==> src/rtl/op_sequencer_pkg.sv <==
// rtl/op_sequencer_pkg.sv - operation word types and op sequencer state encoding
package op_sequencer_pkg;

    localparam int OPSEQ_DEPTH   = 16;
    localparam int OPSEQ_TIMEOUT = 1024;

    typedef enum logic [2:0] {
        OP_NOP       = 3'd0,
        OP_CT_CT_ADD = 3'd1,
        OP_CT_PT_ADD = 3'd2,
        OP_CT_CT_MUL = 3'd3,
        OP_CT_PT_MUL = 3'd4
    } op_mode_e;

    // Two-lane ciphertext op: d0 = a0 (op) b0, d1 = a1 (op) b1 on register indices.
    typedef struct packed {
        op_mode_e   mode;
        logic [3:0] a0;
        logic [3:0] a1;
        logic [3:0] b0;
        logic [3:0] b1;
        logic [3:0] d0;
        logic [3:0] d1;
    } operation;

    typedef enum logic [2:0] {
        IDLE      = 3'd0,
        ISSUE     = 3'd1,
        WAIT_DONE = 3'd2,
        SETTLE    = 3'd3,
        FINISH    = 3'd4
    } opseq_state_e;

    function automatic operation make_op(input op_mode_e m,
                                         input logic [3:0] a0, input logic [3:0] a1,
                                         input logic [3:0] b0, input logic [3:0] b1,
                                         input logic [3:0] d0, input logic [3:0] d1);
        operation o;
        o.mode = m;
        o.a0   = a0;
        o.a1   = a1;
        o.b0   = b0;
        o.b1   = b1;
        o.d0   = d0;
        o.d1   = d1;
        return o;
    endfunction

endpackage

==> src/rtl/op_sequencer_prog_mem.sv <==
// rtl/op_sequencer_prog_mem.sv - op_prog_mem: program store, one write port, one async read port
module op_prog_mem
    import op_sequencer_pkg::*;
#(
    parameter  int DEPTH = OPSEQ_DEPTH,
    localparam int AW    = $clog2(DEPTH)
) (
    input  logic          clk,
    input  logic          we,
    input  logic [AW-1:0] waddr,
    input  operation      wdata,
    input  logic [AW-1:0] raddr,
    output operation      rdata
);

    // Storage only; contents are undefined until the loader writes them.
    operation mem [DEPTH];

    always_ff @(posedge clk) begin
        if (we) begin
            mem[waddr] <= wdata;
        end
    end

    assign rdata = mem[raddr];

endmodule

==> src/rtl/op_sequencer.sv <==
// rtl/op_sequencer.sv - issues a stored op program to the cpu one op at a time
// Optional per-op done timeout is enabled by defining OPSEQ_TIMEOUT_EN.
module op_sequencer
    import op_sequencer_pkg::*;
#(
    parameter  int DEPTH   = OPSEQ_DEPTH,
    parameter  int TIMEOUT = OPSEQ_TIMEOUT,
    localparam int AW      = $clog2(DEPTH)
) (
    input  logic          clk,
    input  logic          reset,
    input  logic          prog_we,
    input  logic [AW-1:0] prog_addr,
    input  operation      prog_op,
    input  logic          start,
    input  logic [AW:0]   prog_len,
    output operation      op,
    input  logic          done_out,
    output logic          busy,
    output logic [AW:0]   pc,
    output logic          seq_done,
    output logic          err
);

    localparam logic [AW:0] DEPTH_L = (AW+1)'(DEPTH);
    localparam logic [AW:0] ONE_L   = {{AW{1'b0}}, 1'b1};

    opseq_state_e state_q, state_d;
    logic [AW:0]  pc_q, pc_d;
    logic [AW:0]  len_q, len_d;
    operation     op_q, op_d;
    logic         err_q, err_d;
    logic         seq_done_q, seq_done_d;
    logic         mem_we;
    operation     rd_op;
    logic [AW:0]  pc_inc;
    logic [AW:0]  len_clamped;
    logic         tmo_hit;

    // Writes are only accepted while idle so a running program never changes under the cpu.
    assign mem_we      = prog_we && (state_q == IDLE);
    assign pc_inc      = pc_q + ONE_L;
    assign len_clamped = (prog_len > DEPTH_L) ? DEPTH_L : prog_len;

    op_prog_mem #(
        .DEPTH (DEPTH)
    ) u_mem (
        .clk   (clk),
        .we    (mem_we),
        .waddr (prog_addr),
        .wdata (prog_op),
        .raddr (pc_q[AW-1:0]),
        .rdata (rd_op)
    );

`ifdef OPSEQ_TIMEOUT_EN
    localparam int TW = $clog2(TIMEOUT + 1);
    logic [TW-1:0] tmo_cnt;

    always_ff @(posedge clk or negedge reset) begin
        if (!reset) begin
            tmo_cnt <= '0;
        end else if (state_q == WAIT_DONE) begin
            tmo_cnt <= tmo_cnt + TW'(1);
        end else begin
            tmo_cnt <= '0;
        end
    end

    assign tmo_hit = (tmo_cnt == TW'(TIMEOUT - 1));
`else
    logic [31:0] timeout_unused;
    assign timeout_unused = 32'(TIMEOUT);
    assign tmo_hit        = 1'b0;
`endif

    always_ff @(posedge clk or negedge reset) begin
        if (!reset) begin
            state_q    <= IDLE;
            pc_q       <= '0;
            len_q      <= '0;
            op_q       <= '0;
            err_q      <= 1'b0;
            seq_done_q <= 1'b0;
        end else begin
            state_q    <= state_d;
            pc_q       <= pc_d;
            len_q      <= len_d;
            op_q       <= op_d;
            err_q      <= err_d;
            seq_done_q <= seq_done_d;
        end
    end

    always_comb begin
        state_d    = state_q;
        pc_d       = pc_q;
        len_d      = len_q;
        op_d       = op_q;
        err_d      = err_q;
        seq_done_d = 1'b0;

        if ((state_q != IDLE) && (start || prog_we)) begin
            err_d = 1'b1;
        end

        case (state_q)
            IDLE: begin
                pc_d = '0;
                op_d = '0;
                if (start) begin
                    err_d   = 1'b0;
                    len_d   = len_clamped;
                    state_d = (prog_len == '0) ? FINISH : ISSUE;
                end
            end
            ISSUE: begin
                op_d    = rd_op;
                state_d = WAIT_DONE;
            end
            WAIT_DONE: begin
                if (done_out) begin
                    state_d = SETTLE;
                end else if (tmo_hit) begin
                    err_d   = 1'b1;
                    op_d    = '0;
                    state_d = FINISH;
                end
            end
            SETTLE: begin
                // Hold here until done drops so a stuck-high done cannot retire the next op.
                if (!done_out) begin
                    pc_d    = pc_inc;
                    op_d    = '0;
                    state_d = (pc_inc == len_q) ? FINISH : ISSUE;
                end
            end
            FINISH: begin
                op_d       = '0;
                pc_d       = '0;
                seq_done_d = 1'b1;
                state_d    = IDLE;
            end
            default: begin
                op_d    = '0;
                state_d = IDLE;
            end
        endcase
    end

    assign op       = op_q;
    assign busy     = (state_q != IDLE);
    assign pc       = pc_q;
    assign seq_done = seq_done_q;
    assign err      = err_q;

endmodule

==> config.mk <==
export PLATFORM = sky130hd
export DESIGN_NAME = op_sequencer
export DESIGN_NICKNAME = d
export VERILOG_FILES = /design/src/rtl/op_sequencer_pkg.sv /design/src/rtl/op_sequencer_prog_mem.sv /design/src/rtl/op_sequencer.sv
export SDC_FILE = /design/constraint.sdc
export NUM_CORES = 1
export LEC_CHECK = 0
export CORE_MARGIN = 5
export CORE_UTILIZATION = 54
export CTS_CLUSTER_DIAMETER = 100
export DETAILED_ROUTE_END_ITERATION = 7
export PLACE_DENSITY_LB_ADDON = 0.05
export SLEW_MARGIN = 20
export SYNTH_ARGS = -nofsm -noshare
export SYNTH_HDL_FRONTEND = slang
export SYNTH_HIERARCHICAL = 1
export SYNTH_SLANG_ARGS = --single-unit
==> constraint.sdc <==
create_clock -name clk -period 3.4 [get_ports clk]
set_input_delay 1.02 -clock clk [delete_from_list [all_inputs] [get_ports clk]]
set_output_delay 1.02 -clock clk [all_outputs]
set_load 0.005 [all_outputs]
==> summary.md, run 1 <==
| Metric | Value |
|---|---|
| Chip height | approximately 190 µm |
| Final TNS setup | 0 ns |
| Hold_sp | op[2] |
| Die area | between 30000 and 40000 µm² |
| Leakage power | just under 7 nW |
| Die X | just under 200 µm |
| Design Area, Final | 21300 µm² |
| Synth Instances | ~840 |
| RR Startpoint | state_q[0] |
| Ys async rst share | 0.0886 |
| Worst EP arrival | just under 2 ns |
| CTS resizes | 0 |
| I/O pins | 76 |
| Synthesized area per cell | around 22 µm² |
| Worst-path fanout max | 14 |
| Std-Cell Rows | 67 |
| Placed Area | between 15000 and 20000 µm² |
| Hold Path End | op[2] |
| Final cycle utilization of the critical path | 0.879 |
| Warnings from Yosys | 6 |
| Starting density of the core | 0.545 |
| DRC Markers | 0 |
| Fin. Hold Viols | 0 |
| Register area share after synthesis | 0.771 |
| Layout cells sized above 1 | 0.255 |
| Clock Skew | approximately 0.014 ns |
| Fill count | 2308 |
| Flop pwr share | 0.460 |
| Type of the worst min-delay path | reg2reg |
| Placed Instances | ~1400 |
| Max clock buf depth | 3 |
| H-Tree Depth | 2 |
| Clock latency on the worst-skew pair | around 0.54 ns |
| Clock Sinks | 474 |
| Mapped Area | 18200 µm² |
| CTS root buf | clkbuf_16 |
| Final Setup Violations | 0 |
| GP Congestion | roughly 0.74 |
| First-pass iteration count of the detailed router | 7 |
| Count of input and output buffers | 75 |
| Multi-input logic area | between 4000 and 5000 µm² |
| Clock share of power | 0.320 |
| Worst hold slack | a little under 0.5 ns |
| Synthesis-stage register bit count | 474 |
| Cell count of the worst hold path | 1 |
| DR iter-0 viols | about 650 |
| Internal reg-to-reg setup slack | 0.84 ns |
| Worst ir drop on vdd | 0.458 mV |
| Global-route wire length before repair | approximately 59 mm |
| Sw frac | 0.263 |
| Wire per inst | 26.9 µm |
| CP Class | reg2out |
| Total Routing Usage GR | 0.210 |
| Pwr dens | about 700 nW/µm² |
| Yosys cell types | 46 |
| Largest net degree at the start of global routing | 81 |
| CTS tree | done |
| Worst Tran Pin Value | between 0.9 and 1 ns |
| Postcts setup bufs | 0 |
| Reg clk slew, reported paths | ~0.06 ns |
| Hpwl dp | 23.0 mm |
| Status | complete, no violations |
| Combinational Power Share | 0.221 |
| Critical Path End Type | primary output |
| Initial antenna violation count | 0 |
| Final slew viol count | 0 |
| Predominant post-synthesis flop cell | edfxtp_1 |
| WP data required | about 2.4 ns |
| # diodes | 0 |
| Post-synth EDFFs | between 400 and 500 |
| FF-to-FF path depth | 5 |
| Peak Freq | approximately 330 MHz |
| Fin nets | 994 |
| Hold-fix buffers, CTS | 0 |
| Sequential Area | 14000 µm² |
| Reg2reg end | u_mem/mem[0][15] |
| Cts bufs inserted | 48 |
| Max-cap violations | 0 |
| Total Routed Length | slightly below 40 mm |
| Vias/cell | 6.09 |
| Period minus WS final | roughly 3 ns |
| CORE AREA | 33400 µm² |
| Vias in the first global route | 9357 |
| Post-Layout Cell Count | ~1400 |
| Synthesized net count | roughly 880 |
| Slew headroom | 0.346 |
| Pint | about 11 mW |
| DRT antenna net count | 0 |
| Startpoint type of the worst setup path | flip-flop |
| Synth-to-layout area growth | 17.2% |
| Grt ovf | 0 |
| Total Power | between 10 and 15 mW |
| RSZ-0062 raised after global routing | false |
| Net Sw Power | ~3.9 mW |
| Total number of vias | ~9000 |
layer usage:
layer / GRT usage / vias up / wire length (µm)
li1: - / 3763 / -
met1: 0.286 / 4699 / 15800
met2: 0.362 / 223 / 20200
met3: 0.0310 / 62 / 1830
met4: 0.0556 / 0 / 858
met5: 0 / - / 0
cell usage after synthesis (3+ instances only):
| master | instances | area, µm² |
|---|---|---|
| xor2_1 | 3 | 26.3 |
| nor3_1 | 9 | 45.0 |
| and2_1 | 3 | 18.8 |
| nor2_1 | 17 | 63.8 |
| nand2_1 | 36 | 135 |
| buf_2 | 17 | 85.1 |
| nand3_1 | 6 | 30.0 |
| edfxtp_1 | 432 | 13000 |
| inv_1 | 4 | 15.0 |
| buf_1 | 6 | 22.5 |
| clkbuf_1 | 10 | 37.5 |
| a32o_1 | 3 | 30.0 |
| mux4_2 | 108 | 2430 |
| a22oi_1 | 34 | 255 |
| buf_4 | 6 | 45.0 |
| o21a_1 | 3 | 22.5 |
| a22o_1 | 27 | 236 |
| nand2b_1 | 8 | 50.1 |
| dfrtp_1 | 42 | 1050 |
| nor2b_1 | 5 | 31.3 |
| o21ai_0 | 8 | 40.0 |
| a22oi_2 | 20 | 250 |
cell type report:
| type | count | share of cell area |
|---|---|---|
| clock buffer | 71 | 0.0633 |
| clock inverter | 15 | 0.00311 |
| inverter | 4 | 0.000705 |
| multi-input combinational | 315 | 0.189 |
| sequential | 474 | 0.658 |
| tap | 448 | 0.0263 |
| timing repair buffer | 109 | 0.0587 |
worst max-delay path by stage:
stage                           from                to  slack [ns]  cells past startpoint
after floorplan              prog_we   u_mem/mem[1][0]        0.15                      3
after global placement       prog_we  u_mem/mem[0][22]        0.27                      5
after global routing      state_q[0]              busy        0.30                      3
after CTS                 state_q[0]              busy        0.39                      3
after detailed placement     prog_we  u_mem/mem[0][25]        0.28                      5
final                     state_q[0]              busy        0.41                      3
critical path, cell delays in order, from the launching register on:
cell             delay, ns
dfrtp_1               0.54
nor3_2                0.34
inv_1                 0.08
clkdlybuf4s50_1       0.46
per-stage QoR:
step / util / setup slack, ns
finish: 0.639 / 0.411
global route: 0.639 / 0.297
CTS: 0.639 / 0.393
detailed placement: 0.596 / 0.279
global placement: 0.596 / 0.273
floorplan: - / 0.150
registers in the layout, summed over array words and instances, names as in the netlist:
name       flops
state_q        3
len_q          5
u_mem/mem    432
seq_done       1
err            1
op            27
pc             5
placed cells by master (no fill, tap or decap), drive strengths merged:
| cell type | netlist | final |
|---|---|---|
| o31ai | 2 | 2 |
| or3b | 2 | 2 |
| mux4 | 108 | 108 |
| o211ai | 1 | 1 |
| o21bai | 1 | 1 |
| nor3 | 10 | 10 |
| o21a | 3 | 3 |
| a22o | 27 | 27 |
| nand3 | 6 | 6 |
| a21oi | 2 | 2 |
| dfrtp | 42 | 42 |
| ha | 1 | 1 |
| clkdlybuf4s50 | 0 | 74 |
| inv | 4 | 4 |
| a211oi | 3 | 3 |
| nor2b | 5 | 5 |
| a32o | 3 | 3 |
| o21ai | 9 | 9 |
| nand4 | 1 | 1 |
| nand3b | 2 | 2 |
| nand2b | 8 | 8 |
| nor2 | 17 | 17 |
| mux2 | 2 | 2 |
| xor2 | 3 | 3 |
| o22ai | 1 | 1 |
| a22oi | 54 | 54 |
| and2 | 3 | 3 |
| nor3b | 1 | 1 |
| a32oi | 1 | 1 |
| nand2 | 36 | 36 |
| clkbuf | 11 | 71 |
| edfxtp | 432 | 432 |
| buf | 33 | 35 |
| clkinv | 0 | 15 |
| xnor2 | 2 | 2 |
| a311oi | 1 | 1 |
cells by family after synthesis:
kind of cell             count (synthesis)  synth area share
AO/OA/AOI/OAI                          108            0.0512
XOR/XNOR                                 5           0.00241
flip-flops                             474             0.771
adder cells (fa/ha/maj)                  1          0.000688
AND/OR/NAND/NOR                         91            0.0243
multiplexers                           110             0.135
buffers and inverters                   48            0.0152
power by group through the flow:
stage	sequential, mW	combinational [mW]	clock, mW
after detailed placement	6.93	3.32	0
after floorplan	6.81	2.32	0
after CTS	6.82	3.33	4.85
after global routing	6.85	3.54	5.13
after global placement	6.92	3.28	0
final	6.81	3.28	4.74
No activity file was read; power rests on OpenSTA's default activity.
==> run 2: changes to the inputs <==
--- a/config.mk
+++ b/config.mk
@@ -5,6 +5,7 @@
 export SDC_FILE = /design/constraint.sdc
 export NUM_CORES = 1
 export LEC_CHECK = 0
+export CORE_ASPECT_RATIO = 0.6
 export CORE_MARGIN = 5
 export CORE_UTILIZATION = 54
 export CTS_CLUSTER_DIAMETER = 100
==> run 2 against run 1 <==
Utilization is 0.36 points lower. Sequential cell count stayed put. Die area is 0.32% higher. Maximum frequency is 2.8% lower. Count of clock-buffer cells in the layout is 7 lower. Largest power group unchanged.
==> summary.md, run 2 (synthesis results as in run 1) <==
| Metric | Value |
|---|---|
| Total Power | 14.7 mW (-0.65%) |
| Clock latency on the worst-skew pair | 0.54 ns (about the same) |
| Std-Cell Rows | 52 (-22%) |
| Worst setup margin | 0.324 ns (-0.0870 ns) |
| # diodes | 0 (unchanged) |
| RSZ-0062 raised after global routing | false |
| Total number of vias | 8875 (+1.5%) |
| CORE AREA | 33400 µm² (+0.23%) |
| Reg clk slew, reported paths | 0.06 ns (about the same) |
| Hold-fix buffers, CTS | 0 (unchanged) |
| Worst hold slack | 0.471 ns (-0.0226 ns) |
| Pwr dens | 693 nW/µm² (-0.32%) |
| Largest register FFs | 432 (unchanged) |
| GP Congestion | 0.795 (+7.6%) |
| Fill count | 2251 (-2.5%) |
| Total Routing Usage GR | 0.215 (+0.00534) |
| Postcts setup bufs | 0 (unchanged) |
| Status | complete, no violations |
| H-Tree Depth | 2 (unchanged) |
| Largest net degree at the start of global routing | 78 (-3.7%) |
| Vias in the first global route | 9166 (-2.0%) |
| Vias/cell | 6.15 (+0.90%) |
| Post-Layout Cell Count | 1444 (+0.56%) |
| Most frequent cells in the layout | edfxtp_1 (432), mux4_2 (108), clkdlybuf4s50_1 (74), clkbuf_16 (45), dfrtp_1 (40) |
| RR Startpoint | state_q[1] |
| Leakage power | 6.73 nW (-0.44%) |
| Util after Layout | 0.635 (-0.00358) |
| CP Class | reg2out |
| Design Area, Final | 21200 µm² (-0.33%) |
| Final cycle utilization of the critical path | 0.905 (+0.0256) |
| Period minus WS final | 3.08 ns (+0.0870 ns) |
| Synth-to-layout area growth | 16.8% |
| WP data required | 2.38 ns (about the same) |
| Worst ir drop on vdd | 0.532 mV (+16%) |
| Commonest non-fill, non-tap cell in the layout | edfxtp_1 |
| Clock Sinks | 474 (unchanged) |
| DP Worst Slack | 0.326 ns (+0.0469 ns) |
| Worst Tran Pin Value | 1.07 ns (+0.0898 ns) |
| Total Routed Length | 39.5 mm (+2.3%) |
| First-pass iteration count of the detailed router | 7 (unchanged) |
| Critical Path End Type | primary output |
| Peak Freq | 325 MHz (-2.8%) |
| Wire per inst | 27.4 µm (+1.7%) |
| Starting density of the core | 0.544 (-0.00126) |
| Placed Instances | 1366 (+1.2%) |
| Initial antenna violation count | 0 (unchanged) |
| CTS root buf | clkbuf_16 |
| Clock Skew | 0.00958 ns (-0.00394 ns) |
| Final slew viol count | 0 (unchanged) |
| Slew headroom | 0.286 (-0.0606) |
| Fin nets | 994 (unchanged) |
| Placed Area | 19900 µm² (about the same) |
| Layout cells sized above 1 | 0.255 (about the same) |
| Die X | 247 µm (+28%) |
| Cts bufs inserted | 43 (-10%) |
| Register with the most flip-flops | u_mem/mem |
| Max-cap violations | 0 (unchanged) |
| Count of input and output buffers | 75 (unchanged) |
| DRT antenna net count | 0 (unchanged) |
| Final TNS setup | 0 ns (unchanged) |
| Grt ovf | 0 (unchanged) |
| Hpwl dp | 24.1 mm (+4.4%) |
| Worst EP arrival | 2.06 ns (+0.09 ns) |
| Max clock buf depth | 3 (unchanged) |
| Chip height | 152 µm (-21%) |
| DR iter-0 viols | 963 (+48%) |
| Reg2reg end | u_mem/mem[0][26] |
| Startpoint type of the worst setup path | flip-flop |
| Type of the worst min-delay path | in2async |
| Global-route wire length before repair | 60.2 mm (+1.5%) |
| Fin. Hold Viols | 0 (unchanged) |
| DRC Markers | 0 (unchanged) |
| CTS resizes | 0 (unchanged) |
| Die area | 37600 µm² (+0.32%) |
| FF-to-FF path depth | 5 (unchanged) |
| I/O pins | 76 (unchanged) |
| Final Setup Violations | 0 (unchanged) |
| Internal reg-to-reg setup slack | 0.78 ns (-0.06 ns) |
| Worst-path fanout max | 21 (+7) |
| CTS tree | done |
-- run 2: final cells by class --
cell class	count	area, µm²	share of cell area
inverter	4	15.0	0.000707
timing repair buffer	114	1240	0.0583
clock inverter	14	126	0.00595
clock buffer	64	1220	0.0573
sequential	474	14000	0.661
tap	459	574	0.0270
multi-input combinational	315	4040	0.190
-- run 2: routing by layer --
metal  GRT usage  vias up  wire length [µm]
li1            -     3749                 -
met1       0.332     4759             17500
met2       0.329      309             18700
met3      0.0330       58              2360
met4      0.0573        0               928
met5           0        -                 0
-- run 2: worst max-delay path by stage --
stage	cells after the start	from	end	slack, ns
5_1_grt	3	state_q[1]	busy	0.20
6_report	3	state_q[1]	busy	0.32
4_1_cts	3	state_q[1]	busy	0.31
2_1_floorplan	3	prog_we	u_mem/mem[1][0]	0.15
3_3_place_gp	5	prog_we	u_mem/mem[0][9]	0.33
3_5_place_dp	5	prog_we	u_mem/mem[0][26]	0.33
-- run 2: critical path, cell delays in order (launching register included) --
cell,delay (ns)
dfrtp_1,0.62
nor3_2,0.38
inv_1,0.07
clkdlybuf4s50_1,0.45
-- run 2: report_power, final --
| part | leakage [nW] | internal, mW | switching (mW) | total [mW] |
|---|---|---|---|---|
| Combinational | 1.65 | 1.61 | 1.66 | 3.27 |
| Sequential | 4.43 | 6.58 | 0.243 | 6.82 |
| Clock | 0.647 | 2.64 | 2.00 | 4.64 |
| Total | 6.73 | 10.8 | 3.90 | 14.7 |
